`config.mk`:
```
export PLATFORM = sky130hd
export DESIGN_NAME = font_glyph_pixel_reader_flat
export DESIGN_NICKNAME = d
export VERILOG_FILES = /design/src/rtl/font_glyph_pixel_reader_if.sv /design/src/rtl/font_glyph_pixel_reader.sv /design/src/flat_wrapper.sv
export SDC_FILE = /design/constraint.sdc
export NUM_CORES = 1
export LEC_CHECK = 0
export CORE_MARGIN = 3
export CORE_UTILIZATION = 30
export CTS_BUF_LIST = sky130_fd_sc_hd__clkbuf_16
export DETAILED_ROUTE_END_ITERATION = 16
export PLACE_DENSITY = 0.68
export SYNTH_ARGS = -nofsm -noshare
export SYNTH_HDL_FRONTEND = slang
export SYNTH_SLANG_ARGS = --single-unit
```
`constraint.sdc`:
```
create_clock -name clk -period 3.7 [get_ports clk]
set_input_delay 0.74 -clock clk [delete_from_list [all_inputs] [get_ports clk]]
set_output_delay 0.74 -clock clk [all_outputs]
set_load 0.01 [all_outputs]
```
`src/rtl/font_glyph_pixel_reader_if.sv`:
```
// Request/response, cache-invalidate and flash read signals of the glyph pixel reader.
// master = requester and flash side (testbench/system), slave = the reader itself.
interface font_glyph_pixel_reader_if #(
    parameter int unsigned ADDR_W = 30,
    parameter int unsigned WORD_W = 32
);
    localparam int unsigned IDX_W   = $clog2(WORD_W);
    localparam int unsigned WADDR_W = ADDR_W - IDX_W;

    logic               req_valid;
    logic               req_ready;
    logic [ADDR_W-1:0]  req_bit_addr;
    logic               rsp_valid;
    logic               rsp_ready;
    logic               rsp_pixel;
    logic               rsp_err;
    logic               cache_inval;
    logic               flash_req;
    logic [WADDR_W-1:0] flash_addr;
    logic               flash_rvalid;
    logic [WORD_W-1:0]  flash_rdata;

    modport master (
        output req_valid, req_bit_addr, rsp_ready, cache_inval, flash_rvalid, flash_rdata,
        input  req_ready, rsp_valid, rsp_pixel, rsp_err, flash_req, flash_addr
    );

    modport slave (
        input  req_valid, req_bit_addr, rsp_ready, cache_inval, flash_rvalid, flash_rdata,
        output req_ready, rsp_valid, rsp_pixel, rsp_err, flash_req, flash_addr
    );
endinterface

```
`src/rtl/font_glyph_pixel_reader.sv`:
```
// Fetches the flash word holding a glyph bit offset and returns that pixel (MSB-first within the word).
// Define WORD_CACHE_EN to add a one-word cache that serves runs of adjacent pixels without flash reads.
module font_glyph_pixel_reader #(
    parameter int unsigned ADDR_W         = 30,
    parameter int unsigned WORD_W         = 32,
    parameter int unsigned TIMEOUT_CYCLES = 255
) (
    input  logic                            clk,
    input  logic                            reset,
    font_glyph_pixel_reader_if.slave        bus
);
    localparam int unsigned IDX_W   = $clog2(WORD_W);
    localparam int unsigned WADDR_W = ADDR_W - IDX_W;
    localparam int unsigned TMO_W   = 16;
    localparam logic [IDX_W-1:0] MSB_IDX  = IDX_W'(WORD_W - 1);
    localparam logic [TMO_W-1:0] TMO_LAST = TMO_W'(TIMEOUT_CYCLES - 1);

    typedef enum logic [1:0] {ST_IDLE, ST_FETCH, ST_RESP} state_e;

    state_e             state_q;
    logic               req_ready_q;
    logic               rsp_valid_q;
    logic               rsp_pixel_q;
    logic               rsp_err_q;
    logic               flash_req_q;
    logic [WADDR_W-1:0] waddr_q;
    logic [IDX_W-1:0]   idx_q;
    logic [TMO_W-1:0]   tmo_cnt_q;

    logic               accept_c;
    logic               hit_c;
    logic               hit_pixel_c;
    logic [WADDR_W-1:0] req_waddr_c;
    logic [IDX_W-1:0]   req_idx_c;
    logic [IDX_W-1:0]   fetch_sel_c;

    assign req_waddr_c = bus.req_bit_addr[ADDR_W-1:IDX_W];
    assign req_idx_c   = bus.req_bit_addr[IDX_W-1:0];
    assign accept_c    = (state_q == ST_IDLE) && req_ready_q && bus.req_valid;
    // Bit 0 of the offset is the word MSB.
    assign fetch_sel_c = MSB_IDX - idx_q;

`ifdef WORD_CACHE_EN
    logic               cache_vld_q;
    logic [WADDR_W-1:0] cache_waddr_q;
    logic [WORD_W-1:0]  cache_data_q;
    logic               inval_seen_q;
    logic [IDX_W-1:0]   hit_sel_c;

    assign hit_sel_c   = MSB_IDX - req_idx_c;
    assign hit_c       = cache_vld_q && (cache_waddr_q == req_waddr_c) && !bus.cache_inval;
    assign hit_pixel_c = cache_data_q[hit_sel_c];

    // A word whose fetch overlapped an invalidate is used once but never cached.
    always_ff @(posedge clk or posedge reset) begin
        if (reset) begin
            cache_vld_q   <= 1'b0;
            cache_waddr_q <= '0;
            cache_data_q  <= '0;
            inval_seen_q  <= 1'b0;
        end else begin
            if (accept_c) begin
                inval_seen_q <= 1'b0;
            end else if ((state_q == ST_FETCH) && bus.cache_inval) begin
                inval_seen_q <= 1'b1;
            end
            if (bus.cache_inval) begin
                cache_vld_q <= 1'b0;
            end else if ((state_q == ST_FETCH) && bus.flash_rvalid && !inval_seen_q) begin
                cache_vld_q   <= 1'b1;
                cache_waddr_q <= waddr_q;
                cache_data_q  <= bus.flash_rdata;
            end
        end
    end
`else
    logic unused_cache_inval;

    assign unused_cache_inval = bus.cache_inval;
    assign hit_c              = 1'b0;
    assign hit_pixel_c        = 1'b0;
`endif

    // Request sequencer: one request in flight, response held until taken.
    always_ff @(posedge clk or posedge reset) begin
        if (reset) begin
            state_q     <= ST_IDLE;
            req_ready_q <= 1'b0;
            rsp_valid_q <= 1'b0;
            rsp_pixel_q <= 1'b0;
            rsp_err_q   <= 1'b0;
            flash_req_q <= 1'b0;
            waddr_q     <= '0;
            idx_q       <= '0;
            tmo_cnt_q   <= '0;
        end else begin
            unique case (state_q)
                ST_IDLE: begin
                    req_ready_q <= 1'b1;
                    if (accept_c) begin
                        req_ready_q <= 1'b0;
                        waddr_q     <= req_waddr_c;
                        idx_q       <= req_idx_c;
                        tmo_cnt_q   <= '0;
                        if (hit_c) begin
                            state_q     <= ST_RESP;
                            rsp_valid_q <= 1'b1;
                            rsp_pixel_q <= hit_pixel_c;
                            rsp_err_q   <= 1'b0;
                        end else begin
                            state_q     <= ST_FETCH;
                            flash_req_q <= 1'b1;
                        end
                    end
                end
                ST_FETCH: begin
                    // Returned data beats a timeout landing on the same edge.
                    if (bus.flash_rvalid) begin
                        state_q     <= ST_RESP;
                        flash_req_q <= 1'b0;
                        rsp_valid_q <= 1'b1;
                        rsp_pixel_q <= bus.flash_rdata[fetch_sel_c];
                        rsp_err_q   <= 1'b0;
                    end else if (tmo_cnt_q == TMO_LAST) begin
                        state_q     <= ST_RESP;
                        flash_req_q <= 1'b0;
                        rsp_valid_q <= 1'b1;
                        rsp_pixel_q <= 1'b0;
                        rsp_err_q   <= 1'b1;
                    end else begin
                        tmo_cnt_q <= tmo_cnt_q + TMO_W'(1);
                    end
                end
                ST_RESP: begin
                    if (bus.rsp_ready) begin
                        state_q     <= ST_IDLE;
                        rsp_valid_q <= 1'b0;
                        req_ready_q <= 1'b1;
                    end
                end
                default: begin
                    state_q     <= ST_IDLE;
                    req_ready_q <= 1'b0;
                    rsp_valid_q <= 1'b0;
                    flash_req_q <= 1'b0;
                end
            endcase
        end
    end

    assign bus.req_ready  = req_ready_q;
    assign bus.rsp_valid  = rsp_valid_q;
    assign bus.rsp_pixel  = rsp_pixel_q;
    assign bus.rsp_err    = rsp_err_q;
    assign bus.flash_req  = flash_req_q;
    assign bus.flash_addr = waddr_q;

endmodule

```
`src/flat_wrapper.sv`:
```
// flat-port wrapper written by rule: the top's interface ports become plain ports
module font_glyph_pixel_reader_flat 
#(
    parameter int unsigned ADDR_W         = 30,
    parameter int unsigned WORD_W         = 32,
    parameter int unsigned TIMEOUT_CYCLES = 255
)
  (clk, reset, bus_req_valid, bus_req_bit_addr, bus_rsp_ready, bus_cache_inval, bus_flash_rvalid, bus_flash_rdata, bus_req_ready, bus_rsp_valid, bus_rsp_pixel, bus_rsp_err, bus_flash_req, bus_flash_addr);
  font_glyph_pixel_reader_if #(.ADDR_W(ADDR_W), .WORD_W(WORD_W)) bus_i ();
  input  logic clk;
  input  logic reset;
  input wire logic [$bits(bus_i.req_valid)-1:0] bus_req_valid;
  input wire logic [$bits(bus_i.req_bit_addr)-1:0] bus_req_bit_addr;
  input wire logic [$bits(bus_i.rsp_ready)-1:0] bus_rsp_ready;
  input wire logic [$bits(bus_i.cache_inval)-1:0] bus_cache_inval;
  input wire logic [$bits(bus_i.flash_rvalid)-1:0] bus_flash_rvalid;
  input wire logic [$bits(bus_i.flash_rdata)-1:0] bus_flash_rdata;
  output wire logic [$bits(bus_i.req_ready)-1:0] bus_req_ready;
  output wire logic [$bits(bus_i.rsp_valid)-1:0] bus_rsp_valid;
  output wire logic [$bits(bus_i.rsp_pixel)-1:0] bus_rsp_pixel;
  output wire logic [$bits(bus_i.rsp_err)-1:0] bus_rsp_err;
  output wire logic [$bits(bus_i.flash_req)-1:0] bus_flash_req;
  output wire logic [$bits(bus_i.flash_addr)-1:0] bus_flash_addr;
  assign bus_i.req_valid = bus_req_valid;
  assign bus_i.req_bit_addr = bus_req_bit_addr;
  assign bus_i.rsp_ready = bus_rsp_ready;
  assign bus_i.cache_inval = bus_cache_inval;
  assign bus_i.flash_rvalid = bus_flash_rvalid;
  assign bus_i.flash_rdata = bus_flash_rdata;
  assign bus_req_ready = bus_i.req_ready;
  assign bus_rsp_valid = bus_i.rsp_valid;
  assign bus_rsp_pixel = bus_i.rsp_pixel;
  assign bus_rsp_err = bus_i.rsp_err;
  assign bus_flash_req = bus_i.flash_req;
  assign bus_flash_addr = bus_i.flash_addr;
  font_glyph_pixel_reader #(.ADDR_W(ADDR_W), .WORD_W(WORD_W), .TIMEOUT_CYCLES(TIMEOUT_CYCLES)) u_core (.clk(clk), .reset(reset), .bus(bus_i));
endmodule
```
==> impl_metrics.py <==
metrics = {
    "clock_network": {
        "cts_hold_buf": 0,
        "clk_latency_ns": 0.28,
        "numCtsBuffers": 5,
        "post_cts_buffers": 0,
        "ctsRootBufferMaster": "clkbuf_16",
        "cts_tree": "done",
        "cts_resized": 0,
        "clk_pin_slew_worst_paths_ns": 0.07,
        "clock-sinks": 53,
        "htree_levels": 2,
        "cts_max_path_buffers": 2,
    },
    "sta": {
        "clock_skew_ns": 0.00405,
        "fin_setup_tns_ns": 0,
        "finalCriticalPeriod_ns": 2.14,
        "fin_ws_ns": 1.56,
        "tightestPinTransition_ns": 0.804,
        "rsz0062_at_grt": "false",
        "post-route-period-util": 0.578,
        "finalSetupViolations": 0,
        "max_freq_mhz": 468,
        "maxSlewHeadroom": 0.464,
        "drv_slew": 0,
        "finalHoldViolations": 0,
    },
    "drt": {
        "vias": 2192,
        "firstDrtPassIters": 4,
        "vias_per_cell": 4.68,
        "wirelength_um": 6260,
        "wl_per_cell_um": 13.4,
        "top_layer_used": "met4",
        "wl_met3_um": 453,
        "drt_iter0_markers": 85,
        "wl_met2_um": 3010,
        "drc": 0,
        "antenna_left": 0,
        "routedLengthMet1_um": 2730,
    },
    "place": {
        "place_ws_ns": 1.24,
        "hpwl_um": 4720,
        "post-place-cells": 460,
        "gp_congestion": 0.748,
        "place_area_um2": 3640,
        "port-buffer-count": 96,
    },
    "synthesis": {
        "synth_cells": 270,
        "synth.cell_area_um2": 2610,
        "ys_ff_latch": 53,
        "synth_edf_count": 0,
        "yosysTopAreaCell": "dfrtp_1",
        "yosys-top-cells-area": "dfrtp_1, nand2_1, mux2i_1",
        "seq_area_frac_synth": 0.508,
        "synth_nets": 340,
        "ys_types": 46,
        "synth.avg_cell_area_um2": 9.67,
        "synth-async-reset-ratio": 1.00,
        "ys_warn_count": 0,
        "ys.flop_type": "dfrtp_1",
        "post-synth-top-area-fraction": 0.508,
    },
    "power": {
        "p_per_area_nw_per_um2": 636,
        "p_sw_w": 0.000834,
        "p_int_w": 0.00157,
        "total_leakage_power_nw": 1.70,
        "switching_share": 0.347,
        "p_comb_frac": 0.413,
        "seq_power_share": 0.400,
        "clkPwrFrac": 0.188,
        "vdd_drop_max_uv": 358,
    },
    "grt": {
        "grt_max_degree": 40,
        "grt_use_total": 0.132,
        "grt_antenna_before_repair": 0,
        "grt_pass1_wl_um": 10700,
        "overflow": 0,
        "grt_pass1_vias": 2288,
    },
    "layout": {
        "final_util": 0.454,
        "final_cells": 468,
        "drive_above_1_share": 0.0799,
        "antennaDiodeCount": 0,
        "area_delta_synth_final_pct": 45.0,
        "nets": 432,
        "stdcell_area_um2": 3780,
        "fillers": 808,
    },
    "run_status": {
        "status": "complete, no violations",
    },
    "setup_path": {
        "critPathMaxStageDelay_ns": 0.79,
        "cp_max_fo": 39,
        "path_class": "in -> reg",
        "worstPathRequired_ns": 3.87,
        "crit_chain": "clkdlybuf4s50_1 -> or3b_2 -> o211ai_1 -> o31ai_1",
        "worstPathArrival_ns": 2.30,
        "endpoint_kind": "register",
        "slowest_stage": "or3b_2",
        "cp-start-kind": "input port",
    },
    "floorplanning": {
        "die_w_um": 99.3,
        "start_util": 0.313,
        "dieArea_um2": 9860,
        "std_cell_rows": 33,
        "dieHeight_um": 99.3,
        "core-area_um2": 8340,
        "io_pins": 98,
    },
    "job": {
        "max_cap_viol_count": 0,
    },
    "min_path": {
        "min_path_type": "reg -> reg",
    },
}
==> kinds of logic after synthesis <==
group | synth area share
flip-flops | 0.508
XOR/XNOR | 0.0235
AO/OA/AOI/OAI | 0.0470
adder cells (fa/ha/maj) | 0.00959
multiplexers | 0.0935
buffers and inverters | 0.0364
AND/OR/NAND/NOR | 0.282
==> power by group through the flow <==
stage | clock network [W] | logic [W] | registers [W]
CTS | 0.000464 | 0.00101 | 0.000965
global route | 0.000492 | 0.00110 | 0.00100
global placement | 0 | 0.00100 | 0.000961
detailed placement | 0 | 0.00101 | 0.000973
floorplan | 0 | 0.000527 | 0.000973
finish | 0.000452 | 0.000992 | 0.000962
==> per-stage QoR <==
stage	power [W]	hold slack, ns
floorplan	0.00150	0.472
global placement	0.00196	0.457
detailed placement	0.00198	0.463
CTS	0.00244	0.481
global route	0.00259	0.496
finish	0.00241	0.479
==> final timing paths <==
path,slack [ns],cells after the start,startpoint,end
max reg2reg,1.66,4,u_core.idx_q[1]$_DFFE_PP0P_,u_core.bus.rsp_pixel$_DFFE_PP0P_
min in group asynchronous,0.74,2,reset,u_core.bus.flash_addr[15]$_DFFE_PP0P_
min,0.48,1,u_core.bus.flash_req$_DFFE_PP0P_,u_core.bus.flash_req$_DFFE_PP0P_
min reg2reg,0.48,1,u_core.bus.flash_req$_DFFE_PP0P_,u_core.bus.flash_req$_DFFE_PP0P_
max in group asynchronous,2.17,3,reset,u_core.tmo_cnt_q[10]$_DFFE_PP0P_
max,1.56,4,bus_req_valid,u_core.tmo_cnt_q[3]$_DFFE_PP0P_
==> synthesized netlist by cell type, types with 2 or more instances <==
cell type and count:
a21oi_1 4, a31oi_1 2, and3_1 2, and4_4 2, buf_6 4, clkbuf_1 8, dfrtp_1 53, ha_1 2
inv_1 2, mux2i_1 12, mux4_2 5, nand2_1 104, nand2b_1 2, nand3_1 8, nand4_1 5, nor2_1 8
nor2b_1 2, nor3_1 4, nor3b_1 2, nor4_2 3, o21ai_0 4, or3_1 2, xnor2_1 7
==> registers in the layout (all words and copies together), names as in the netlist <==
signal and count:
u_core.idx_q 5, u_core.bus.rsp_err 1, u_core.bus.flash_req 1, u_core.state_q 2
u_core.tmo_cnt_q 16, u_core.bus.req_ready 1, u_core.bus.rsp_pixel 1, u_core.bus.flash_addr 25
u_core.bus.rsp_valid 1
==> worst max-delay path, delay by kind of cell <==
family	cells	cell delay [ns]
and+or+nand+nor	1	0.79
buffers and inverters	1	0.47
AOI/OAI and AO/OA	2	0.29
==> routing by layer <==
metal / vias up / GRT usage
li1: 1095 / -
met1: 1039 / 0.164
met2: 52 / 0.215
met3: 6 / 0.0491
met4: 0 / 0.0357
met5: - / 0
==> placed cells by master (no fill, tap or decap), drive strengths merged, types with 5 or more instances in the layout <==
cell	synthesis	layout
nand2	105	105
clkdlybuf4s50	0	96
dfrtp	53	53
mux2i	12	12
nand3	8	8
nor2	8	8
xnor2	7	7
nand4	5	5
mux4	5	5
clkbuf	8	5
nor3	5	5
o21ai	5	5
==> area by class of cell <==
type | count | area [um^2] | area share
multi-input combinational | 201 | 1190 | 0.315
inverter | 2 | 7.51 | 0.00198
clock inverter | 3 | 17.5 | 0.00463
clock buffer | 5 | 125 | 0.0331
tap | 105 | 131 | 0.0347
sequential | 53 | 1330 | 0.350
timing repair buffer | 99 | 983 | 0.260
Power figures use the tool's default switching activity.
